`src/rtl/reg_file_32.sv`:
```
// 32 x 32 architectural register file: one synchronous write port,
// two combinational read ports, register 0 hardwired to zero.
//
// Ports:
//   clk              rising-edge clock
//   ctrl_reset       asynchronous active-high reset, clears all registers
//   ctrl_writeEnable write strobe, sampled at rising clk
//   ctrl_writeReg    write address
//   data_writeReg    write data
//   ctrl_readRegA    read address, port A
//   ctrl_readRegB    read address, port B
//   data_readRegA    read data, port A
//   data_readRegB    read data, port B
module reg_file_32 #(
    parameter int WIDTH        = 32,
    parameter int DEPTH_LOG2   = 5,
    parameter bit WRITE_BYPASS = 1'b1
) (
    input  logic                  clk,
    input  logic                  ctrl_reset,
    input  logic                  ctrl_writeEnable,
    input  logic [DEPTH_LOG2-1:0] ctrl_writeReg,
    input  logic [WIDTH-1:0]      data_writeReg,
    input  logic [DEPTH_LOG2-1:0] ctrl_readRegA,
    input  logic [DEPTH_LOG2-1:0] ctrl_readRegB,
    output logic [WIDTH-1:0]      data_readRegA,
    output logic [WIDTH-1:0]      data_readRegB
);

    localparam int DEPTH = 2 ** DEPTH_LOG2;

    logic [WIDTH-1:0] regs_q [DEPTH];
    logic [DEPTH-1:1] wr_en;
    logic             wr_qual;
    logic             byp_a;
    logic             byp_b;

    // A write counts only when enabled and not aimed at register 0.
    assign wr_qual = ctrl_writeEnable && (ctrl_writeReg != '0);

    // One-hot write decode; index 0 has no enable so r0 can never load.
    always_comb begin
        wr_en = '0;
        for (int i = 1; i < DEPTH; i++) begin
            wr_en[i] = wr_qual && (ctrl_writeReg == DEPTH_LOG2'(i));
        end
    end

    // Reset has priority over any write on the same edge.
    // Entry 0 is only ever cleared, so it stays a constant zero.
    always_ff @(posedge clk or posedge ctrl_reset) begin
        if (ctrl_reset) begin
            for (int i = 0; i < DEPTH; i++) begin
                regs_q[i] <= '0;
            end
        end else begin
            for (int i = 1; i < DEPTH; i++) begin
                if (wr_en[i]) begin
                    regs_q[i] <= data_writeReg;
                end
            end
        end
    end

    // Forward the in-flight write so decode sees it in the same cycle.
    // Gated by reset so nothing leaks through while registers are held clear.
    assign byp_a = WRITE_BYPASS && !ctrl_reset && wr_qual
                   && (ctrl_writeReg == ctrl_readRegA);
    assign byp_b = WRITE_BYPASS && !ctrl_reset && wr_qual
                   && (ctrl_writeReg == ctrl_readRegB);

    assign data_readRegA = byp_a ? data_writeReg : regs_q[ctrl_readRegA];
    assign data_readRegB = byp_b ? data_writeReg : regs_q[ctrl_readRegB];

endmodule

```
`config.mk`:
```
export PLATFORM = sky130hd
export DESIGN_NAME = reg_file_32
export DESIGN_NICKNAME = d
export VERILOG_FILES = /design/src/rtl/reg_file_32.sv
export SDC_FILE = /design/constraint.sdc
export NUM_CORES = 2
export LEC_CHECK = 0
export CORE_MARGIN = 2
export CORE_UTILIZATION = 37
export DETAILED_ROUTE_END_ITERATION = 8
export GPL_TIMING_DRIVEN = 0
export SYNTH_ARGS = -nofsm -noshare
export SYNTH_HDL_FRONTEND = slang
export SYNTH_SLANG_ARGS = --single-unit
```
`constraint.sdc`:
```
create_clock -name clk -period 36.9 [get_ports clk]
set_input_delay 7.38 -clock clk [delete_from_list [all_inputs] [get_ports clk]]
set_output_delay 7.38 -clock clk [all_outputs]
set_load 0.05 [all_outputs]
```
# Yosys cells after proc, flatten, opt, wreduce, memory -nomap -nowiden
# Cells that the tools add are included.
[word_totals]
wordCells = 113
regBits = 992
input_bits = 50
out_inout_bits = 64
[op_classes]
bitwise = 2
n_mux = 8
n_eq_ne = 33
reduce_logical = 37
order_cmp = 2
[ops]
columns = ["cell", "count"]
rows = [
  ["32-bit binary-select mux with 5-bit select", 2],
  ["32-bit two-way mux", 6],
  ["5-bit equality test, second input constant", 16],
  ["5-bit by 4-bit equality test with 1-bit output, second input constant", 8],
  ["1-bit logical AND", 35],
  ["5-bit by 3-bit equality test with 1-bit output, second input constant", 4],
  ["6-bit greater-or-equal comparator, second input constant", 2],
  ["5-bit inverter with 6-bit output", 2],
  ["5-bit by 2-bit equality test with 1-bit output, second input constant", 2],
  ["5-bit equality test", 2],
  ["5-bit by 1-bit equality test with 1-bit output, second input constant", 1],
  ["5-bit nonzero test", 1],
  ["1-bit zero test", 1],
]

# Longest topological paths before layout
[logic_depth]
ltp_word = 5
mapped_depth = 10
mapped_depth_nobuf = 5

# Least setup slack after synthesis
# No wires, ideal clock.
[synth_path]
path_kind = "input -> output"
startpoint = "input ctrl_reset"
endpoint = "output data_readRegB[10]"
stages = 6
n_path_buf = 2
required_ns = 29.520
t_arrival_ns = 32.853
slack_ns = -3.333
path_cell_list = "inv_1 -> o211ai_2 -> or4_1 -> buf_2 -> clkbuf_1 -> a211oi_1"
[synth_via]
elab_chain_cells = 4
[synth_rtl]
columns = ["item", "line_no", "text"]
rows = [
  ["start, declared", "20", "input logic ctrl_reset,"],
  ["1-bit zero test", "69", "assign byp_b = WRITE_BYPASS && !ctrl_reset && wr_qual"],
  ["1-bit logical AND", "69", ""],
  ["1-bit logical AND", "70", "&& (ctrl_writeReg == ctrl_readRegB);"],
  ["32-bit two-way mux", "73", "assign data_readRegB = byp_b ? data_writeReg : regs_q[ctrl_readRegB];"],
  ["end, declared", "27", "output logic [WIDTH-1:0] data_readRegB"],
]
# Every way passes these cells.

# Worst setup path in the final report
[layout_path]
startpoint = "input ctrl_reset"
endpoint = "output data_readRegA[12]"
[layout_via]
elab_chain_cells = 4
[layout_rtl]
columns = ["item", "line_no", "text"]
rows = [
  ["1-bit zero test", "67", "assign byp_a = WRITE_BYPASS && !ctrl_reset && wr_qual"],
  ["1-bit logical AND", "67", ""],
  ["1-bit logical AND", "68", "&& (ctrl_writeReg == ctrl_readRegA);"],
  ["32-bit two-way mux", "72", "assign data_readRegA = byp_a ? data_writeReg : regs_q[ctrl_readRegA];"],
  ["end, declared", "26", "output logic [WIDTH-1:0] data_readRegA,"],
]
# Every way passes these cells.

==> flow_metrics.env <==
export IMPL_clock_sinks=992
export IMPL_start_util=0.373
export IMPL_rows=139
export IMPL_largest_registers="regs_q x992"
export IMPL_drt_initial_drc_count=5053
export IMPL_pre_cts_ws_ns=16.37
export IMPL_setup_ws_ns=16.19
export IMPL_endpoint="data_readRegA[12]"
export IMPL_run_status="finished, violations left"
export IMPL_fin_crit_sh=0.561
export IMPL_critPathLaunch="ctrl_reset"
export IMPL_antenna_found_initial=16
export IMPL_drt_pass1_iterations=9
export IMPL_cts_buffers=110
export IMPL_grt_overflow_total=0
export IMPL_root_buffer="clkbuf_16"
export IMPL_slew_headroom=-0.0603
export IMPL_ff_latch_area_um2=24800
export IMPL_synth_cell_types=47
export IMPL_ioPinCount=114
export IMPL_crit_path_end_kind="output pin"
export IMPL_worstReg2RegEnd="regs_q[711]"
export IMPL_cts_htree_levels=3
export IMPL_maxCapViolCount=7
export IMPL_fill_cells=13200
export IMPL_cts_max_path_buffers=3
export IMPL_core_area_um2=144000
export IMPL_fin_worst_skew_ns=0
export IMPL_netlist_area_um2=53600
export IMPL_r2r_start="regs_q[711]"
export IMPL_gp_congestion=0.974
export IMPL_die_area_um2=148000
export IMPL_grt_use_total=0.297
export IMPL_violations="DRC, capacitance limit, slew limit"
export IMPL_first_global_vias=38800
export IMPL_clk_latency_ns=0.75
export IMPL_vias=38600
export IMPL_critical_path_class="in2out"
export IMPL_numPortBuffers=104
export IMPL_cts_setup_buffers=0
export IMPL_async_flop_share=1.00
export IMPL_synth_edff_count=0
export IMPL_hpwl_um=151000
export IMPL_fin_crit_ns=20.71
export IMPL_grt_max_degree=44
export IMPL_rsz0062_at_grt="no"
export IMPL_fmax_mhz=48.3
export IMPL_reg2reg_slack_ns=36.08
export IMPL_grt_pass1_wl_um=305000
export IMPL_die_w_um=384
export IMPL_cp_required_ns=29.52
export IMPL_setup_viol=0
export IMPL_hold_class="reg2reg"
export IMPL_regMostFlops="regs_q"
export IMPL_wirelength_um=222000
export IMPL_syn_nets=3745
export IMPL_ctsHoldBuffers=0
export IMPL_dieHeight_um=384
export IMPL_syn_to_final_growth_pct=14.5
export IMPL_cts_tree="built"
export IMPL_multi_input_area_um2=26800
export IMPL_tns_ns=0
export IMPL_crit_arrival_ns=13.33
export IMPL_cp_max_fo=38
export IMPL_avgViaCountPerCell=6.50
export IMPL_clkTransAtPathRegs_ns=0.06
export IMPL_fin_nets=3990
export IMPL_post_drt_wl_per_cell_um=37.3
export IMPL_leakage_nw=26.2
export IMPL_route_detailed_drc=20
export IMPL_ys_ff_latch=992
export IMPL_antenna_left=0
export IMPL_finalMaxSlewViolations=69
export IMPL_largest_reg_flops=992
export IMPL_layout_drive_gt1_share=0.470
export IMPL_ctsResizeCount=0
export IMPL_r2r_cells=1
export IMPL_syn_avg_cell_area_um2=14.5
export IMPL_power_total_mw=3.39
export IMPL_critPathLaunchType="primary input"
export IMPL_ys_seq_area_frac=0.463
export IMPL_hold_viol=0
export IMPL_tightest_slew_ns=1.59
export IMPL_synth_cells=3695
export IMPL_powerDensity_nw_per_um2=55.3
export IMPL_synth_ff_type="dfrtp_1"
export IMPL_ys_warnings_count=32
export IMPL_vdd_drop_max_mv=0.0421
-- report_power, final --
part           switching [mW]  total [mW]  internal [mW]
Clock                   0.485        1.16          0.677
Sequential              0.159        1.46           1.30
Combinational           0.357       0.767          0.410
-- logic make-up after synthesis --
group,after synthesis,synth area share
muxes,1673,0.426
DFF,992,0.463
buffers and inverters,409,0.0360
AOI/OAI and AO/OA,370,0.0520
and+or+nand+nor,241,0.0212
xor gates and xnor gates,10,0.00164
-- layer usage --
metal  GRT usage  part of all wire
met2       0.451              0.44
met5     0.00552            0.0013
met4       0.174             0.065
met1       0.370              0.38
met3      0.0989              0.11
-- worst max-delay path, cell delays in order --
cell             delay, ns
clkdlybuf4s50_1       0.44
clkinvlp_4            0.56
buf_12                0.32
buf_12                0.26
o211ai_2              0.31
nor4_4                1.28
buf_6                 0.31
clkbuf_1              0.98
nand2_1               0.11
o21ai_1               0.34
clkdlybuf4s50_1       0.91
-- layout by cell type, fill, tap and decap left out, types with 12 or more instances in the layout --
master	Yosys	layout
mux2_2	1103	1103
dfrtp_1	992	992
mux4_2	373	373
clkbuf_1	181	208
mux2i_1	188	188
buf_2	161	163
a221oi_1	120	120
clkbuf_16	0	112
clkdlybuf4s50_1	0	104
nor2_1	101	100
o22ai_1	94	94
nand2_1	56	56
buf_4	35	35
or3_1	31	31
o21ai_1	31	31
clkbuf_8	0	30
buf_12	0	28
o221ai_1	26	26
a211oi_1	26	26
o32ai_1	25	25
buf_1	22	20
clkinv_2	0	16
nand3_1	13	13
diode_2	0	12
a22oi_1	12	12
-- layout make-up --
type,count,share of cell area
tap,1903,0.0388
timing repair buffer,133,0.0264
antenna,12,0.000490
clock buffer,169,0.0541
clock inverter,30,0.00669
sequential,992,0.405
inverter,2,0.000184
buffer,407,0.0314
multi-input combinational,2294,0.437
-- cell usage after synthesis, types with 3 or more instances --
library cell | count | area [um^2]
buf_4 | 35 | 263
o221ai_1 | 26 | 228
a221oi_1 | 120 | 1050
nor2b_1 | 8 | 50.1
o211ai_1 | 6 | 45.0
buf_2 | 161 | 806
nand2_1 | 56 | 210
o22ai_1 | 94 | 588
nor2_1 | 101 | 379
o31ai_1 | 6 | 45.0
nand2b_1 | 6 | 37.5
or2_2 | 3 | 18.8
xor2_1 | 4 | 35.0
mux2_1 | 9 | 101
mux2_2 | 1103 | 12400
o211a_1 | 6 | 60.1
mux2i_1 | 188 | 1880
a22oi_1 | 12 | 90.1
mux4_2 | 373 | 8400
nor3_1 | 8 | 40.0
a31oi_1 | 6 | 37.5
a211oi_1 | 26 | 195
buf_6 | 8 | 90.1
or3_1 | 31 | 194
o32ai_1 | 25 | 219
nand3_1 | 13 | 65.1
a21oi_1 | 7 | 35.0
clkbuf_1 | 181 | 679
o21ai_0 | 3 | 15.0
buf_1 | 22 | 82.6
xnor2_1 | 6 | 52.6
o21ai_1 | 31 | 155
nand4b_1 | 3 | 26.3
dfrtp_1 | 992 | 24800
-- worst min-delay path by stage --
stage | startpoint | endpoint | slack, ns | cells past startpoint
after floorplan | regs_q[610] | regs_q[610] | 0.48 | 1
after global placement | regs_q[618] | regs_q[618] | 0.49 | 1
after detailed placement | regs_q[613] | regs_q[613] | 0.50 | 1
after CTS | regs_q[613] | regs_q[613] | 0.52 | 1
after global routing | regs_q[466] | regs_q[466] | 0.53 | 1
final | regs_q[613] | regs_q[613] | 0.52 | 1
-- per-stage QoR --
step	hold slack (ns)	cell area (um^2)	util	instances
6_report	0.516	61300	0.427	5942
5_1_grt	0.533	61300	0.427	5931
4_1_cts	0.519	61300	0.427	5929
3_5_place_dp	0.504	57600	0.401	5730
3_3_place_gp	0.493	57000	0.397	5702
2_1_floorplan	0.477	53600	-	3695
Power figures use the tool's default switching activity.
